**config.mk**
```make
export PLATFORM = sky130hd
export DESIGN_NAME = rotated_stream_capture
export DESIGN_NICKNAME = d
export VERILOG_FILES = /design/src/rtl/rot_capture_pkg.sv /design/src/rtl/rot_pix_fifo.sv /design/src/rtl/rotated_stream_capture.sv
export SDC_FILE = /design/constraint.sdc
export NUM_CORES = 1
export LEC_CHECK = 0
export ABC_AREA = 1
export ABC_CLOCK_PERIOD_IN_PS = 7400
export BUFFER_PORTS_ARGS = -buffer_cell sky130_fd_sc_hd__clkbuf_2
export CAP_MARGIN = 20
export CELL_PAD_IN_SITES_DETAIL_PLACEMENT = 1
export CELL_PAD_IN_SITES_GLOBAL_PLACEMENT = 2
export CORE_MARGIN = 2
export CORE_UTILIZATION = 46
export CTS_BUF_LIST = sky130_fd_sc_hd__clkbuf_8
export CTS_CLUSTER_SIZE = 24
export DETAILED_ROUTE_END_ITERATION = 10
export PLACE_DENSITY_LB_ADDON = 0.12
export SLEW_MARGIN = 20
export SYNTH_ARGS = -nofsm -noshare
export SYNTH_HDL_FRONTEND = slang
export SYNTH_SLANG_ARGS = --single-unit
```
**constraint.sdc**
```tcl
create_clock -name clk -period 7.4 [get_ports clk]
set_input_delay 0.74 -clock clk [delete_from_list [all_inputs] [get_ports clk]]
set_output_delay 0.74 -clock clk [all_outputs]
set_load 0.02 [all_outputs]
```
**src/rtl/rot_capture_pkg.sv**
```systemverilog
// Shared types and constants for the rotated stream capture block.
// Holds the capture FSM states, CRC-16/CCITT constants and the write FIFO entry layout.
package rot_capture_pkg;

  typedef enum logic [1:0] {
    IDLE,
    WAIT_SOF,
    ACTIVE,
    DRAIN
  } state_t;

  localparam logic [15:0] CRC_POLY = 16'h1021;
  localparam logic [15:0] CRC_INIT = 16'hFFFF;

  localparam int ENTRY_AW = 17;
  localparam int ENTRY_DW = 8;

  typedef struct packed {
    logic [ENTRY_AW-1:0] addr;
    logic [ENTRY_DW-1:0] data;
  } pix_entry_t;

  // MSB-first, unreflected CRC-16/CCITT update over one byte.
  function automatic logic [15:0] crc16_byte(input logic [15:0] crc, input logic [7:0] data);
    logic [15:0] c;
    logic        fb;
    c = crc;
    for (int i = 7; i >= 0; i--) begin
      fb = c[15] ^ data[i];
      c  = {c[14:0], 1'b0} ^ (fb ? CRC_POLY : 16'h0000);
    end
    return c;
  endfunction

endpackage

```
**src/rtl/rot_pix_fifo.sv**
```systemverilog
// First-word-fall-through FIFO for {addr, data} pixel writes.
// A push while full is accepted only when a pop happens in the same cycle.
module rot_pix_fifo #(
  parameter int W = 25,
  parameter int N = 16
) (
  input  logic         clk,
  input  logic         reset_n,
  input  logic         push,
  input  logic [W-1:0] push_data,
  input  logic         pop,
  output logic [W-1:0] pop_data,
  output logic         full,
  output logic         empty
);

  localparam int PW = $clog2(N);

  logic [PW:0]  r_wr_ptr;
  logic [PW:0]  r_rd_ptr;
  logic [W-1:0] r_mem [N];
  logic         w_push_ok;
  logic         w_pop_ok;

  assign empty     = (r_wr_ptr == r_rd_ptr);
  assign full      = (r_wr_ptr[PW] != r_rd_ptr[PW]) && (r_wr_ptr[PW-1:0] == r_rd_ptr[PW-1:0]);
  assign w_pop_ok  = pop & ~empty;
  assign w_push_ok = push & (~full | w_pop_ok);
  assign pop_data  = r_mem[r_rd_ptr[PW-1:0]];

  always_ff @(posedge clk) begin
    if (w_push_ok) r_mem[r_wr_ptr[PW-1:0]] <= push_data;
  end

  always_ff @(posedge clk or negedge reset_n) begin
    if (!reset_n) begin
      r_wr_ptr <= '0;
      r_rd_ptr <= '0;
    end else begin
      if (w_push_ok) r_wr_ptr <= r_wr_ptr + 1'b1;
      if (w_pop_ok)  r_rd_ptr <= r_rd_ptr + 1'b1;
    end
  end

endmodule

```
**src/rtl/rotated_stream_capture.sv**
```systemverilog
// Captures the rotated video stream into linear-addressed memory writes via a FWFT FIFO.
// Define ROT_CAPTURE_CRC_EN to add the per-frame CRC-16/CCITT output frame_crc.
//
// state    | meaning
// IDLE     | after reset, waiting for a vsync gap; pixels ignored
// WAIT_SOF | in vsync gap, waiting for its falling edge to start a frame
// ACTIVE   | capturing pixels and tracking line/pixel coordinates
// DRAIN    | frame ended, waiting for the FIFO to empty before frame_done
module rotated_stream_capture
  import rot_capture_pkg::*;
#(
  parameter int DEPTH      = 8,
  parameter int LINE_PIX   = 240,
  parameter int LINES      = 320,
  parameter int AW         = 17,
  parameter int FIFO_DEPTH = 16
) (
  input  logic             clk,
  input  logic             reset_n,
  input  logic [DEPTH-1:0] video_in,
  input  logic             hsync,
  input  logic             vsync,
  input  logic             de,
  output logic [AW-1:0]    mem_addr,
  output logic [DEPTH-1:0] mem_data,
  output logic             mem_valid,
  input  logic             mem_ready,
  output logic             frame_done,
  output logic [15:0]      frame_lines,
  output logic             busy,
  output logic             err_line_len,
  output logic             err_geom,
  output logic             err_ovf,
  output logic [15:0]      drop_cnt,
`ifdef ROT_CAPTURE_CRC_EN
  output logic [15:0]      frame_crc,
`endif
  input  logic             err_clr
);

  localparam int EW = AW + DEPTH;

  state_t          r_state, w_state_nxt;
  logic            r_vsync_d, r_de_d;
  logic [15:0]     r_x, r_line_cnt;
  logic [AW-1:0]   r_row_base;
  logic            r_frame_done;
  logic [15:0]     r_frame_lines;
  logic            r_err_line_len, r_err_geom, r_err_ovf;
  logic [15:0]     r_drop_cnt;

  logic            w_vs_rise, w_vs_fall, w_line_end;
  logic            w_sof, w_done, w_overlap;
  logic            w_pix, w_in_range, w_push_req, w_push, w_pop, w_drop;
  logic            w_len_evt, w_geom_evt, w_ovf_evt;
  logic            w_full, w_empty;
  logic [AW-1:0]   w_addr;
  logic [EW-1:0]   w_head;
  logic            w_unused;

  assign w_unused  = hsync;  // line boundaries come from de alone
  assign w_vs_rise = vsync & ~r_vsync_d;
  assign w_vs_fall = ~vsync & r_vsync_d;
  assign w_line_end = (r_state == ACTIVE) & r_de_d & ~de;

  always_comb begin
    w_state_nxt = r_state;
    w_sof       = 1'b0;
    w_done      = 1'b0;
    w_overlap   = 1'b0;
    case (r_state)
      IDLE:     if (vsync) w_state_nxt = WAIT_SOF;
      WAIT_SOF: if (w_vs_fall) begin
                  w_state_nxt = ACTIVE;
                  w_sof       = 1'b1;
                end
      ACTIVE:   if (w_vs_rise) w_state_nxt = DRAIN;
      DRAIN:    if (w_vs_fall) begin
                  w_state_nxt = ACTIVE;
                  w_sof       = 1'b1;
                  w_done      = 1'b1;
                  w_overlap   = ~w_empty;
                end else if (w_empty) begin
                  w_state_nxt = WAIT_SOF;
                  w_done      = 1'b1;
                end
      default:  w_state_nxt = IDLE;
    endcase
  end

  assign w_pix      = (r_state == ACTIVE) & de;
  assign w_in_range = (r_x < 16'(LINE_PIX)) & (r_line_cnt < 16'(LINES));
  assign w_push_req = w_pix & w_in_range;
  assign w_pop      = ~w_empty & mem_ready;
  assign w_push     = w_push_req & (~w_full | w_pop);
  assign w_drop     = w_push_req & w_full & ~w_pop;
  assign w_addr     = r_row_base + AW'(r_x);
  assign w_len_evt  = w_line_end & (r_x != 16'(LINE_PIX));
  assign w_geom_evt = w_pix & ~w_in_range;
  assign w_ovf_evt  = w_drop | w_overlap;

  always_ff @(posedge clk or negedge reset_n) begin
    if (!reset_n) begin
      r_state   <= IDLE;
      r_vsync_d <= 1'b0;
      r_de_d    <= 1'b0;
    end else begin
      r_state   <= w_state_nxt;
      r_vsync_d <= vsync;
      r_de_d    <= de;
    end
  end

  // Row base is a running sum so no multiplier is needed for line*LINE_PIX.
  always_ff @(posedge clk or negedge reset_n) begin
    if (!reset_n) begin
      r_x        <= '0;
      r_line_cnt <= '0;
      r_row_base <= '0;
    end else if (w_sof) begin
      r_x        <= '0;
      r_line_cnt <= '0;
      r_row_base <= '0;
    end else if (r_state == ACTIVE) begin
      if (de) begin
        if (r_x != 16'hFFFF) r_x <= r_x + 16'd1;
      end else if (w_line_end) begin
        r_x        <= '0;
        r_row_base <= r_row_base + AW'(LINE_PIX);
        if (r_line_cnt != 16'hFFFF) r_line_cnt <= r_line_cnt + 16'd1;
      end
    end
  end

  always_ff @(posedge clk or negedge reset_n) begin
    if (!reset_n) begin
      r_frame_done   <= 1'b0;
      r_frame_lines  <= '0;
      r_err_line_len <= 1'b0;
      r_err_geom     <= 1'b0;
      r_err_ovf      <= 1'b0;
      r_drop_cnt     <= '0;
    end else begin
      r_frame_done <= w_done;
      if (w_done) r_frame_lines <= r_line_cnt;
      r_err_line_len <= (r_err_line_len & ~err_clr) | w_len_evt;
      r_err_geom     <= (r_err_geom & ~err_clr) | w_geom_evt;
      r_err_ovf      <= (r_err_ovf & ~err_clr) | w_ovf_evt;
      if (err_clr)                             r_drop_cnt <= {15'd0, w_drop};
      else if (w_drop && r_drop_cnt != 16'hFFFF) r_drop_cnt <= r_drop_cnt + 16'd1;
    end
  end

  rot_pix_fifo #(
    .W (EW),
    .N (FIFO_DEPTH)
  ) u_fifo (
    .clk       (clk),
    .reset_n   (reset_n),
    .push      (w_push),
    .push_data ({w_addr, video_in}),
    .pop       (w_pop),
    .pop_data  (w_head),
    .full      (w_full),
    .empty     (w_empty)
  );

  assign mem_valid    = ~w_empty;
  assign mem_addr     = w_empty ? '0 : w_head[EW-1:DEPTH];
  assign mem_data     = w_empty ? '0 : w_head[DEPTH-1:0];
  assign frame_done   = r_frame_done;
  assign frame_lines  = r_frame_lines;
  assign busy         = (r_state == ACTIVE) | (r_state == DRAIN);
  assign err_line_len = r_err_line_len;
  assign err_geom     = r_err_geom;
  assign err_ovf      = r_err_ovf;
  assign drop_cnt     = r_drop_cnt;

`ifdef ROT_CAPTURE_CRC_EN
  logic [15:0] r_crc, r_frame_crc;

  always_ff @(posedge clk or negedge reset_n) begin
    if (!reset_n) begin
      r_crc       <= CRC_INIT;
      r_frame_crc <= '0;
    end else begin
      if (w_sof)       r_crc <= CRC_INIT;
      else if (w_push) r_crc <= crc16_byte(r_crc, 8'(video_in));
      if (w_done) r_frame_crc <= r_crc;
    end
  end

  assign frame_crc = r_frame_crc;
`endif

endmodule

```
==> Word level (Yosys, flattened, before mapping) <==
Memory sizes are Yosys's and may differ from the RTL's.
Cells that the tools add are included.
{ "classes": {"addsub": 7, "n_mul": 0, "n_div": 0, "order_cmp": 2, "n_eq_ne": 16, "shift": 0, "mux": 33, "bitwise": 33, "n_reduce_logical": 13} }
{ "ops": {"columns": ["op", "count"], "rows": [
  ["two-way mux 16 bit", 12],
  ["two-way mux 17 bit", 5],
  ["adder 16 x 1 -> 16 bit, second input constant", 3],
  ["inequality test 16 bit, second input constant", 3],
  ["AND 1 bit", 18],
  ["adder 17 x 16 -> 17 bit", 1],
  ["adder 17 x 8 -> 17 bit, second input constant", 1],
  ["less-than comparator 16 x 8 -> 1 bit, second input constant", 1],
  ["less-than comparator 16 x 9 -> 1 bit, second input constant", 1],
  ["inequality test 16 x 8 -> 1 bit, second input constant", 1],
  ["adder 5 x 1 -> 5 bit, second input constant", 2],
  ["two-way mux 2 bit", 5],
  ["two-way mux 1 bit", 9],
  ["two-way mux 8 bit", 1],
  ["NOT 1 bit", 8],
  ["one-hot mux 2 bit (4 select lines)", 1],
  ["AND reduction 4 bit", 2],
  ["nonzero test 2 bit", 4],
  ["bitwise OR 1 bit", 7],
  ["inequality test 2 bit, second input constant", 3],
  ["AND reduction 3 bit", 2],
  ["equality test 5 bit", 1],
  ["equality test 2 bit, second input constant", 2],
  ["equality test 4 bit", 1],
  ["9 further kinds", 10]
]} }
{ "word_totals": {"regBits": 99, "latchBits": 0, "ram_bits": 400, "romBits": 0, "out_inout_bits": 63, "n_memories": 1} }
{ "memory_table": {"columns": ["memory", "words", "word_bits", "read_ports", "rd_ports_with_merged_regs", "write_ports", "line", "source"], "rows": [
  ["u_fifo.r_mem", 16, 25, 1, 0, 1, "rot_pix_fifo.sv:21", "logic [W-1:0] r_mem [N];"]
]} }

==> Longest topological paths before layout <==
{ "logic_depth": {"ltp_word": 8, "ltp_mapped": 11} }

==> Hierarchy <==
A second synthesis with hierarchy kept.
{ "unflattened": {"cells_unflattened": 2120, "area_unflattened_um2": 22068.7} }
{ "modules_own_cells": {"columns": ["module", "n_inst", "cells_each", "area_per_inst_um2"], "rows": [
  ["rot_pix_fifo", 1, 1331, 16452.0],
  ["rotated_stream_capture", 1, 789, 5616.6]
]} }

==> Worst setup path before layout <==
Ideal clock, no wire load.
{ "synth_path": {"path_type": "input to register", "from": "in de", "to": "mem u_fifo.r_mem[0][0] (enable)", "setup_time_ns": 0.407, "t_arrival_ns": 2.603, "required_time_ns": 6.993, "slack_ns": 4.391, "path_stages": 8, "path_buffers": 0, "cell_sequence": "inv_2 nor2_1 inv_1 nor2_2 nand2_1 inv_2 nand2_1 nor2_1"} }
{ "synth_via": {"elab_chain_len": 6} }
{ "synth_lines": {"columns": ["item", "line", "source"], "rows": [
  ["from (decl)", "rotated_stream_capture.sv:23", "input logic de,"],
  ["AND 1 bit", "rotated_stream_capture.sv:91", "assign w_pix = (r_state == ACTIVE) & de;"],
  ["AND 1 bit", "rotated_stream_capture.sv:93", "assign w_push_req = w_pix & w_in_range;"],
  ["AND 1 bit", "rotated_stream_capture.sv:95", "assign w_push = w_push_req & (~w_full | w_pop);"],
  ["AND 1 bit", "rot_pix_fifo.sv:28", "assign w_push_ok = push & (~full | w_pop_ok);"],
  ["two-way mux 1 bit", "rot_pix_fifo.sv:32", "if (w_push_ok) r_mem[r_wr_ptr[PW-1:0]] <= push_data;"],
  ["two-way mux 1 bit (implied by the code)", "rot_pix_fifo.sv:32", null],
  ["to (decl)", "rot_pix_fifo.sv:21", null]
]} }
Every way passes these cells.

==> Worst setup path in the final report <==
{ "layout_path": {"from": "reg u_fifo.r_rd_ptr[1]", "to": "out mem_addr[15]"} }
{ "layout_via": {"elab_chain_len": 2, "elab_cells_between_ends": 3} }
{ "layout_lines": {"columns": ["item", "line", "source"], "rows": [
  ["from (decl)", "rot_pix_fifo.sv:20", "logic [PW:0] r_rd_ptr;"],
  ["from (signal assigned)", "rot_pix_fifo.sv:41", "if (w_pop_ok) r_rd_ptr <= r_rd_ptr + 1'b1;"],
  ["memory read (16 x 25 bit) / equality test 5 bit (equally long branches)", null, null],
  ["two-way mux 17 bit *", "rotated_stream_capture.sv:169", "assign mem_addr = w_empty ? '0 : w_head[EW-1:DEPTH];"],
  ["to (decl)", "rotated_stream_capture.sv:24", "output logic [AW-1:0] mem_addr,"]
]} }
Mark *: on every way between the ends. The rest lies on a longest branch, timed or not.

==> reports/metrics.cfg <==
[status]
status=finished, final reports clean

[clocking]
h-tree-depth=3
path_clk_slew_ns=0.07
cts.sinks=495
cts.repair.resized=0
clockBufferDepth=3
post_cts_buffers=0
cts_tree=yes
clk_latency_ns=0.64
cts-root-buf=clkbuf_8
cts_buffers=84
cts_hold_buf=0

[setup_path]
required_ns=6.66
crit_path_top_delay_cell=dfrtp_4
critPathArrivalTime_ns=3.97
slowest_delay_ns=0.93
critPathLaunchType=flop
worstPathMaxFanout=63
crit_path_end_kind=output port
crit_chain=inv_2 > nand2_1 > nand2_1 > nor2_2 > nand3b_4 > inv_2 > a21oi_1 > clkbuf_2
path_class=flop to output port

[power_and_ir_drop]
power_leakage_nw=9.192
seq_power_share_pct=39.6
clkPwrFrac_pct=26.4
power_mw=8.749
swShare_pct=39.90
power_frac_comb_pct=34.0
power.internal_mw=5.258
power_density_mw_per_mm2=359.7
peakVddDrop_v=0.0002974
p_sw_mw=3.490

[synth]
synth_edf_count=400
synthesis.instances=2009
ys.warnings.count=0
yosysSeqAreaShare_pct=66.55
ys_ff_latch=495
syn_area_per_cell_sq_um=10.76
synth.distinct_cells=42
async_flop_share_pct=19.19
netlist_area_sq_mm=0.02162
synth_top_flop_cell=edfxtp_1
syn_nets=2046

[route]
wire_per_inst_microns=22.67
wl_microns=62720
ant_nets=0
drt-vias-per-instance=5.640
drt_pass1_iterations=5
via_count=15610
drtIter0Drc=1214
drc=0

[finish]
syn2layout_area_growth_pct=12.49
drive_above_1_share_pct=11.76
n_antenna_cell=0
fillers=5065
final_nets=2132
finalInstanceArea_sq_mm=0.02432
fin_cells=2767

[timing]
setup_viol=0
finalCritPeriodShare_pct=63.61
min_period_ns=4.707
relSlewSlack_pct=25.93
hold_violations=0
setup_tns_ns=0
grt_setup_unrepaired=false
worstMarginPinSlew_ns=1.108
finalClockSkew_ns=0.02756
maxSlewViolCount=0
max_freq_mhz=212.4

[floorplanning]
num_rows=79
start_util_pct=46.54
die_x_microns=220.8
die_h_microns=220.8
coreArea_sq_mm=0.04646
die_area_sq_mm=0.04875
pin_count=78

[hold_path]
hold_class=input port to asynchronous set/reset pin

[global_routing]
antenna_found_initial=0
grt_max_degree=142
grt_pass1_wl_microns=95390
grt_pass1_vias=16300
grt_usage_pct=26.25
overflow=0

[flow_run]
cap_viol_max_count=0

[placed_design]
port_buffers=76
gp_congestion=0.7963
placed_cell_area_sq_mm=0.02263
hpwl_microns=36400
place_inst=2613

## worst paths after layout
check                                 endpoint  depth (start not counted)  slack (ns)               start
max                               mem_addr[15]                          8        2.69  u_fifo.r_rd_ptr[1]
min                                    r_x[10]                          1        0.08             reset_n
max reg2reg                u_fifo.r_mem[13][9]                          9        3.72  u_fifo.r_rd_ptr[1]
min reg2reg                     frame_lines[2]                          2        0.49      frame_lines[2]
max in group asynchronous      frame_lines[10]                          2        6.12             reset_n
min in group clk                     r_vsync_d                          1        0.25               vsync
## metrics by stage
| step | util, % | setup WS (ns) | hold slack [ns] |
|---|---|---|---|
| floorplan | - | 4.391 | 0.4444 |
| global placement | 48.71 | 3.311 | 0.4756 |
| detailed placement | 48.71 | 3.343 | 0.4824 |
| CTS | 52.06 | 2.604 | 0.04975 |
| global route | 52.35 | 2.480 | 0.09452 |
| finish | 52.35 | 2.693 | 0.07759 |
## power groups by stage
stage | registers (mW) | logic [mW] | clock network [mW]
after floorplan | 3.41 | 1.99 | 0
after global placement | 3.51 | 2.88 | 0
after detailed placement | 3.52 | 2.97 | 0
after CTS | 3.47 | 2.98 | 2.36
after global routing | 3.49 | 3.30 | 2.49
final | 3.47 | 2.98 | 2.31
## metal layers
| layer | wire (microns) | part of all wire (%) | track usage, % |
|---|---|---|---|
| met4 | 1376 | 2.2 | 8.422 |
| met2 | 31060 | 50 | 45.10 |
| met5 | 0 | 0 | 0 |
| met3 | 3237 | 5.2 | 4.564 |
| met1 | 27050 | 43 | 33.87 |
## worst max-delay path, delay by kind of cell, from the launching register on
| family | cells | cell delay [ns] |
|---|---|---|
| AOI/OAI and AO/OA | 1 | 0.34 |
| buffers and inverters | 3 | 1.38 |
| DFF | 1 | 0.93 |
| and+or+nand+nor | 4 | 0.63 |
## placed cells by master, fill, tap and decap left out, drive strengths merged
cell	n
nor2	356
a211oi	1
nor3	20
or2	1
o211ai	37
bufinv	3
o2111ai	1
a22oi	1
clkinv	22
nand4	29
a21oi	48
o21a	1
edfxtp	400
nand3b	3
a22o	2
nor3b	1
clkinvlp	2
dfrtp	95
inv	146
o311ai	1
a31oi	1
o21bai	5
xor2	31
o221ai	13
xnor2	7
buf	30
clkbuf	163
nand2	303
o21ai	272
and2	1
ha	22
nand3	90
o22ai	52
## flip-flops by register name (all words and copies together) (netlist names)
signal / cells
r_row_base: 13
u_fifo.r_rd_ptr: 5
frame_done: 1
r_state: 2
u_fifo.r_mem: 400
frame_lines: 16
err_line_len: 1
drop_cnt: 16
r_x: 16
u_fifo.r_wr_ptr: 5
err_ovf: 1
r_vsync_d: 1
err_geom: 1
r_line_cnt: 16
r_de_d: 1
## layout make-up
class / instances / area, sq um / area share, %
repair buffers: 105 / 665.6 / 2.737
well taps: 607 / 759.5 / 3.123
multi-input cells: 1299 / 6524 / 26.82
inverters: 110 / 417.9 / 1.718
clock buffers: 88 / 1211 / 4.980
flip-flops and latches: 495 / 14400 / 59.20
clock inverters: 63 / 345.3 / 1.420
## cells in the mapped netlist (2+ instances only)
cell type,n,area (sq um)
edfxtp_1,400,12010
nor2_1,350,1314
nand2_1,302,1134
o21ai_0,221,1106
inv_1,99,371.6
dfrtp_1,95,2377
nand3_1,89,445.4
clkbuf_1,55,206.5
o22ai_1,52,325.3
o21ai_1,51,255.2
a21oi_1,48,240.2
o211ai_1,37,277.8
buf_2,36,180.2
xor2_1,31,271.5
nand4_1,29,181.4
ha_1,22,275.3
nor3_1,19,95.09
o221ai_1,13,113.9
buf_4,10,75.07
inv_2,10,37.54
xnor2_1,7,61.31
nor2_2,5,31.28
o21bai_1,5,37.54
buf_1,3,11.26
a22o_1,2,17.52
nand3b_1,2,15.01
## kinds of logic (layout without fill, tap and decap cells)
kind of cell / after synthesis / count (layout) / synth area share, %
AOI/OAI and AO/OA: 435 / 435 / 11.19
xor gates and xnor gates: 38 / 38 / 1.539
adders and majority gates: 22 / 22 / 1.273
buffers and inverters: 215 / 366 / 4.150
DFF: 495 / 495 / 66.55
and+or+nand+nor: 804 / 804 / 15.29
No activity file was read; power rests on OpenSTA's default activity.
